File: src/rtl/fetch_pkg.sv
// Shared constants and entry type for the instruction-fetch stage.
package fetch_pkg;

    localparam int unsigned XLEN_DEFAULT = 32;
    localparam int unsigned ILEN_DEFAULT = 32;
    localparam int unsigned PC_STEP      = 4;

    typedef struct packed {
        logic [XLEN_DEFAULT-1:0] pc;
        logic [ILEN_DEFAULT-1:0] instr;
        logic                    fault;
        logic                    filled;
    } fq_entry_t;

endpackage

File: src/rtl/fetch_queue.sv
// Reservation-based prefetch queue: entries are reserved at request time
// and filled in order as responses return; the head pops once filled.
module fetch_queue
    import fetch_pkg::*;
#(
    parameter int unsigned XLEN   = XLEN_DEFAULT,
    parameter int unsigned ILEN   = ILEN_DEFAULT,
    parameter int unsigned QDEPTH = 4,
    localparam int unsigned PTR_W = $clog2(QDEPTH),
    localparam int unsigned CNT_W = PTR_W + 1
) (
    input  logic             clk,
    input  logic             rst_n,
    input  logic             flush,
    input  logic             push,
    input  logic [XLEN-1:0]  push_pc,
    input  logic             fill,
    input  logic [ILEN-1:0]  fill_instr,
    input  logic             fill_fault,
    input  logic             pop,
    output logic             full,
    output logic [CNT_W-1:0] unfilled,
    output logic             head_valid,
    output logic [XLEN-1:0]  head_pc,
    output logic [ILEN-1:0]  head_instr,
    output logic             head_fault
);

    logic [XLEN-1:0]   pc_mem    [QDEPTH];
    logic [ILEN-1:0]   instr_mem [QDEPTH];
    logic [QDEPTH-1:0] fault_mem;

    logic [PTR_W-1:0] head_q, tail_q, fill_q;
    logic [CNT_W-1:0] count_q, unfilled_q;
    logic             do_push, do_fill, do_pop;

    assign full       = (count_q == CNT_W'(QDEPTH));
    assign unfilled   = unfilled_q;
    // Fills land in order, so the head is filled whenever any entry is.
    assign head_valid = (count_q != unfilled_q);
    assign head_pc    = pc_mem[head_q];
    assign head_instr = instr_mem[head_q];
    assign head_fault = fault_mem[head_q];

    assign do_push = push && !flush && !full;
    assign do_fill = fill && !flush && (unfilled_q != '0);
    assign do_pop  = pop  && !flush && head_valid;

    // Pointers and occupancy counts; flush empties the queue in one cycle.
    always_ff @(posedge clk or posedge rst_n) begin
        if (rst_n) begin
            head_q     <= '0;
            tail_q     <= '0;
            fill_q     <= '0;
            count_q    <= '0;
            unfilled_q <= '0;
        end else if (flush) begin
            head_q     <= '0;
            tail_q     <= '0;
            fill_q     <= '0;
            count_q    <= '0;
            unfilled_q <= '0;
        end else begin
            if (do_push) tail_q <= tail_q + PTR_W'(1);
            if (do_fill) fill_q <= fill_q + PTR_W'(1);
            if (do_pop)  head_q <= head_q + PTR_W'(1);
            count_q    <= count_q + CNT_W'(do_push) - CNT_W'(do_pop);
            unfilled_q <= unfilled_q + CNT_W'(do_push) - CNT_W'(do_fill);
        end
    end

    // Payload storage; validity is tracked purely by the counters above.
    always_ff @(posedge clk) begin
        if (do_push) pc_mem[tail_q] <= push_pc;
        if (do_fill) begin
            instr_mem[fill_q] <= fill_instr;
            fault_mem[fill_q] <= fill_fault;
        end
    end

endmodule

File: src/rtl/fetch_prefetch_unit.sv
// Instruction-fetch stage: sequential request issue, stale-response dropping
// after redirects, and a prefetch queue feeding decode.
module fetch_prefetch_unit
    import fetch_pkg::*;
#(
    parameter int unsigned     XLEN     = XLEN_DEFAULT,
    parameter int unsigned     ILEN     = ILEN_DEFAULT,
    parameter logic [XLEN-1:0] RESET_PC = '0,
    parameter int unsigned     QDEPTH   = 4
) (
    input  logic            clk,
    input  logic            rst_n,
    input  logic            redirect_valid,
    input  logic [XLEN-1:0] redirect_pc,
    output logic            imem_req_valid,
    input  logic            imem_req_ready,
    output logic [XLEN-1:0] imem_req_addr,
    input  logic            imem_rsp_valid,
    input  logic [ILEN-1:0] imem_rsp_data,
    input  logic            imem_rsp_err,
    output logic            dec_valid,
    input  logic            dec_ready,
    output logic [XLEN-1:0] dec_pc,
    output logic [XLEN-1:0] dec_npc,
    output logic [ILEN-1:0] dec_instr,
    output logic            dec_fault
);

    localparam int unsigned     CNT_W       = $clog2(QDEPTH) + 1;
    // Headroom for stale responses left behind by back-to-back redirects.
    localparam int unsigned     DROP_W      = CNT_W + 3;
    localparam logic [XLEN-1:0] RESET_PC_AL = RESET_PC & ~XLEN'(3);

    logic [XLEN-1:0]   fetch_pc_q, fetch_pc_d;
    logic [DROP_W-1:0] drop_q, drop_d, in_flight;
    logic              q_full, q_head_valid, q_head_fault;
    logic [CNT_W-1:0]  q_unfilled;
    logic [XLEN-1:0]   q_head_pc;
    logic [ILEN-1:0]   q_head_instr;
    logic              req_fire, rsp_fill;

    assign imem_req_valid = !rst_n && !redirect_valid && !q_full;
    assign imem_req_addr  = fetch_pc_q;
    assign req_fire       = imem_req_valid && imem_req_ready;
    assign rsp_fill       = imem_rsp_valid && !redirect_valid && (drop_q == '0);
    assign in_flight      = drop_q + DROP_W'(q_unfilled);

    assign dec_valid = q_head_valid;
    assign dec_pc    = q_head_valid ? q_head_pc : '0;
    assign dec_npc   = q_head_valid ? q_head_pc + XLEN'(PC_STEP) : '0;
    assign dec_instr = q_head_valid ? q_head_instr : '0;
    assign dec_fault = q_head_valid && q_head_fault;

    // Next fetch PC and count of responses still owed to flushed requests.
    always_comb begin
        fetch_pc_d = fetch_pc_q;
        drop_d     = drop_q;
        if (redirect_valid) begin
            fetch_pc_d = redirect_pc & ~XLEN'(3);
            drop_d     = in_flight - DROP_W'(imem_rsp_valid && (in_flight != '0));
        end else begin
            if (req_fire) fetch_pc_d = fetch_pc_q + XLEN'(PC_STEP);
            if (imem_rsp_valid && (drop_q != '0)) drop_d = drop_q - DROP_W'(1);
        end
    end

    always_ff @(posedge clk or posedge rst_n) begin
        if (rst_n) begin
            fetch_pc_q <= RESET_PC_AL;
            drop_q     <= '0;
        end else begin
            fetch_pc_q <= fetch_pc_d;
            drop_q     <= drop_d;
        end
    end

    fetch_queue #(
        .XLEN   (XLEN),
        .ILEN   (ILEN),
        .QDEPTH (QDEPTH)
    ) u_queue (
        .clk        (clk),
        .rst_n      (rst_n),
        .flush      (redirect_valid),
        .push       (req_fire),
        .push_pc    (fetch_pc_q),
        .fill       (rsp_fill),
        .fill_instr (imem_rsp_data),
        .fill_fault (imem_rsp_err),
        .pop        (dec_ready),
        .full       (q_full),
        .unfilled   (q_unfilled),
        .head_valid (q_head_valid),
        .head_pc    (q_head_pc),
        .head_instr (q_head_instr),
        .head_fault (q_head_fault)
    );

endmodule

File: config.mk
export PLATFORM = sky130hd
export DESIGN_NAME = fetch_prefetch_unit
export DESIGN_NICKNAME = d
export VERILOG_FILES = /design/src/rtl/fetch_pkg.sv /design/src/rtl/fetch_queue.sv /design/src/rtl/fetch_prefetch_unit.sv
export SDC_FILE = /design/constraint.sdc
export NUM_CORES = 1
export LEC_CHECK = 0
export CORE_UTILIZATION = 50
export CTS_BUF_LIST = sky130_fd_sc_hd__clkbuf_8
export CTS_CLUSTER_DIAMETER = 50
export DETAILED_ROUTE_END_ITERATION = 8
export PLACE_DENSITY = 0.82
export SETUP_SLACK_MARGIN = 0.1
export SLEW_MARGIN = 5
export SYNTH_ARGS = -nofsm -noshare
export SYNTH_HDL_FRONTEND = slang
export SYNTH_SLANG_ARGS = --single-unit
export TNS_END_PERCENT = 10
File: constraint.sdc
create_clock -name clk -period 3.1 [get_ports clk]
set_input_delay 0.31 -clock clk [delete_from_list [all_inputs] [get_ports clk]]
set_output_delay 0.31 -clock clk [all_outputs]
set_load 0.005 [all_outputs]
==> results.md <==
* Cells after synthesis at 907
* Setup slack at placement at -0.200 ns
* CP max FO at 5
* Post-synth EDFFs at 252
* Internal Power at between 8 and 9 mW
* Reg power frac at 0.373
* Violated checks: setup timing
* CTS Buf Count at 46
* Vias in the first global route at 9332
* Sequential fraction of the synthesis area at 0.642
* Avg Synthesized Cell Area at about 15 µm²
* Worst-Margin Slew at around 0.71 ns
* Worst clock skew at 0.0280 ns
* Switch share at 0.310
* HPWL Detailed at between 20000 and 25000 µm
* Total grt overflow at 0
* IO Port Bufs at between 150 and 200
* Antenna-violating nets left at 0
* Max IR drop VDD at between 0.3 and 0.4 mV
* Die Y at 167 µm
* Crit path DAT at 3.27 ns
* Initial Utilization at 0.508
* Combinational power share at 0.388
* Largest net degree at the start of global routing at 42
* Synthesized area at 0.0137 mm²
* Ratio of cells with drive above 1 in the final layout at 0.244
* Final Critical Period at 3.58 ns
* Die W at 167 µm
* Placed inst area at 0.0165 mm²
* Max-Slew Margin vs Limit at 0.519
* Number of vias per cell at 5.85
* P per Cell Area at 729 mW/mm²
* CP required at 2.79 ns
* Via count at 9300
* Initial antenna violation count at 1
* Final Cell Area at 0.0178 mm²
* Hold Path Class: primary input to asynchronous set/reset pin
* Final Instance Count excl. Fillers at 1590
* Synth-to-Final Area Change at 30.1%
* Worst setup margin at -0.485 ns
* # DRC at 0
* CTS sink count at 300
* Max-cap violation count at 0
* Flops & latches, synth at 300
* Predominant post-synthesis flop cell: edfxtp_1
* Wire per inst at 20.9 µm
* Main area contributors after synthesis: edfxtp_1, dfrtp_1, mux4_2
* Fmax at 279 MHz
* IO Pins at 202
* Slew Viols, Final at 0
* Bufs on Longest Clock Path at 3
* Overall Global Routing Usage at 0.237
* # H-tree levels at 2
* Fin Setup TNS at -6.87 ns
* Die Area at 0.0280 mm²
* CTS tree: done
* CTS clk-pin slew, worst paths at approximately 0.070 ns
* Ys async rst share at 0.160
* Status: finished with violations
* Post-synth top area cell: edfxtp_1
* Distinct cells, synth at 59
* Yosys warning count at 0
* Filler Cell Count at 1747
* GPL Wtd Cong at 0.853
* RSZ-0062 raised after global routing: true
* Final setup vio count at 24
* Core area at between 0.02 and 0.03 mm²
* Startpoint Class: register
* Crit end category: primary output
* Row cnt at 60
* Hold Vio Cnt, Final at 0
* Share of the synthesized area in the top cell type at 0.554
* Net switching power at 4.01 mW
* Routed wire length at 33200 µm
* Final Cycle Share at 1.16
* Drt initial violations at ~890
* Clock network power share at 0.239
* Pleak at roughly 6.4 nW
* R2R cell count at 13
* First-pass GRT wire length at 51500 µm
* Clock latency on the worst-skew pair at between 0.5 and 0.6 ns
* DRT Pass-1 Iters at 5
* Setup CP Type: register to primary output
* Placed cells at 1477
* Final Net Count at around 1300
* Root Buffer: clkbuf_8
-- sequential cells by signal, summed over array words and instances, names as in the netlist --
name and flops:
u_queue.instr_mem 128, u_queue.tail_q 2, u_queue.count_q 3, u_queue.fault_mem 4, u_queue.pc_mem 120, u_queue.fill_q 2, u_queue.unfilled 3, drop_q 6
u_queue.head_q 2, imem_req_addr 30
-- synth_stat cells, types with 3 or more instances --
cell type and count:
a21oi_1 20, a221o_1 10, a31oi_1 9, a41oi_1 7, and2_1 69, and3_1 9
and4_1 8, buf_1 3, buf_2 5, buf_4 7, buf_6 5, clkbuf_1 30
dfrtp_1 48, edfxtp_1 252, fa_1 3, ha_1 22, inv_1 29, mux2i_1 7
mux4_1 15, mux4_2 48, nand2_1 55, nand2b_1 3, nand3_1 23, nand4_1 10
nor2_1 43, nor2b_1 5, nor3_1 13, nor3b_1 4, nor4_1 10, o211ai_1 6
o21ai_0 40, o311ai_0 13, o31ai_1 6, or3_1 8, or4_1 4, xnor2_1 25
xor2_1 7
-- metal layers --
layer  part of all wire  track usage
met3              0.076       0.0428
met2               0.48        0.383
met1               0.42        0.324
met4              0.026       0.0858
met5                  0            0
-- layout make-up --
| cell class | count | area, µm² | area share |
|---|---|---|---|
| tap | 341 | 427 | 0.0240 |
| antenna | 1 | 2.50 | 0.000141 |
| clock buffer | 46 | 633 | 0.0356 |
| timing repair buffer | 304 | 2920 | 0.164 |
| multi-input combinational | 531 | 4670 | 0.263 |
| sequential | 300 | 8770 | 0.494 |
| clock inverter | 37 | 229 | 0.0129 |
| inverter | 30 | 113 | 0.00634 |
-- timing repair --
item	in CTS	in global routing
cloned	2	0
setup buffers	22	5
setup endpoints to repair	46	77
gates resized for setup	122	38
hold buffers	0	0
pin swaps	21	10
endpoints found under the hold margin	0	0
-- metrics by stage --
step / power [mW] / util / hold slack, ns
finish: 12.9 / 0.661 / 0.137
global route: 13.6 / 0.661 / 0.170
CTS: 12.8 / 0.655 / 0.123
detailed placement: 9.70 / 0.615 / 0.551
global placement: 9.59 / 0.615 / 0.549
floorplan: 7.19 / - / 0.409
-- power by group through the flow --
stage          Clock, mW  Sequential (mW)  Combinational [mW]
2_1_floorplan          0             4.80                2.40
3_5_place_dp           0             4.92                4.79
4_1_cts             3.12             4.82                4.91
3_3_place_gp           0             4.90                4.69
5_1_grt             3.32             4.85                5.39
6_report            3.09             4.82                5.03
-- layout by cell type (no fill, tap or decap), drive strengths merged, types with 43 or more instances in the layout --
cell type,count
inv,48
nand2,55
and2,69
edfxtp,252
dfrtp,48
clkdlybuf4s50,157
nor2,43
clkbuf,47
buf,125
mux4,63
-- worst max-delay path: stages (launching register included) --
cell       delay [ns]
dfrtp_4          0.48
buf_8            0.15
bufbuf_16        0.27
mux4_2           0.34
nand4_1          0.21
or2_4            0.32
buf_4            0.14
buf_4            0.14
or3_4            0.39
a21oi_4          0.16
buf_2            0.13
-- logic make-up after synthesis --
kind of cell | count (synthesis) | share of synthesized area
AO/OA/AOI/OAI | 118 | 0.0571
XOR/XNOR | 32 | 0.0205
adder cells (fa/ha/maj) | 25 | 0.0246
buffers and inverters | 82 | 0.0289
flip-flops | 300 | 0.642
multiplexers | 71 | 0.114
other | 1 | 0.000275
AND/OR/NAND/NOR | 278 | 0.113
-- final timing paths --
path / from / to / slack, ns
max in group asynchronous: rst_n / imem_req_addr[31] / 2.21
min in group clk: redirect_valid / u_queue.fill_q[1] / 0.24
min reg2reg: u_queue.tail_q[0] / u_queue.tail_q[0] / 0.56
max: u_queue.head_q[0] / dec_npc[26] / -0.48
min: rst_n / u_queue.unfilled[1] / 0.14
max reg2reg: u_queue.unfilled[0] / drop_q[5] / -0.17
Note: power is estimated with default switching activity, not from simulation.
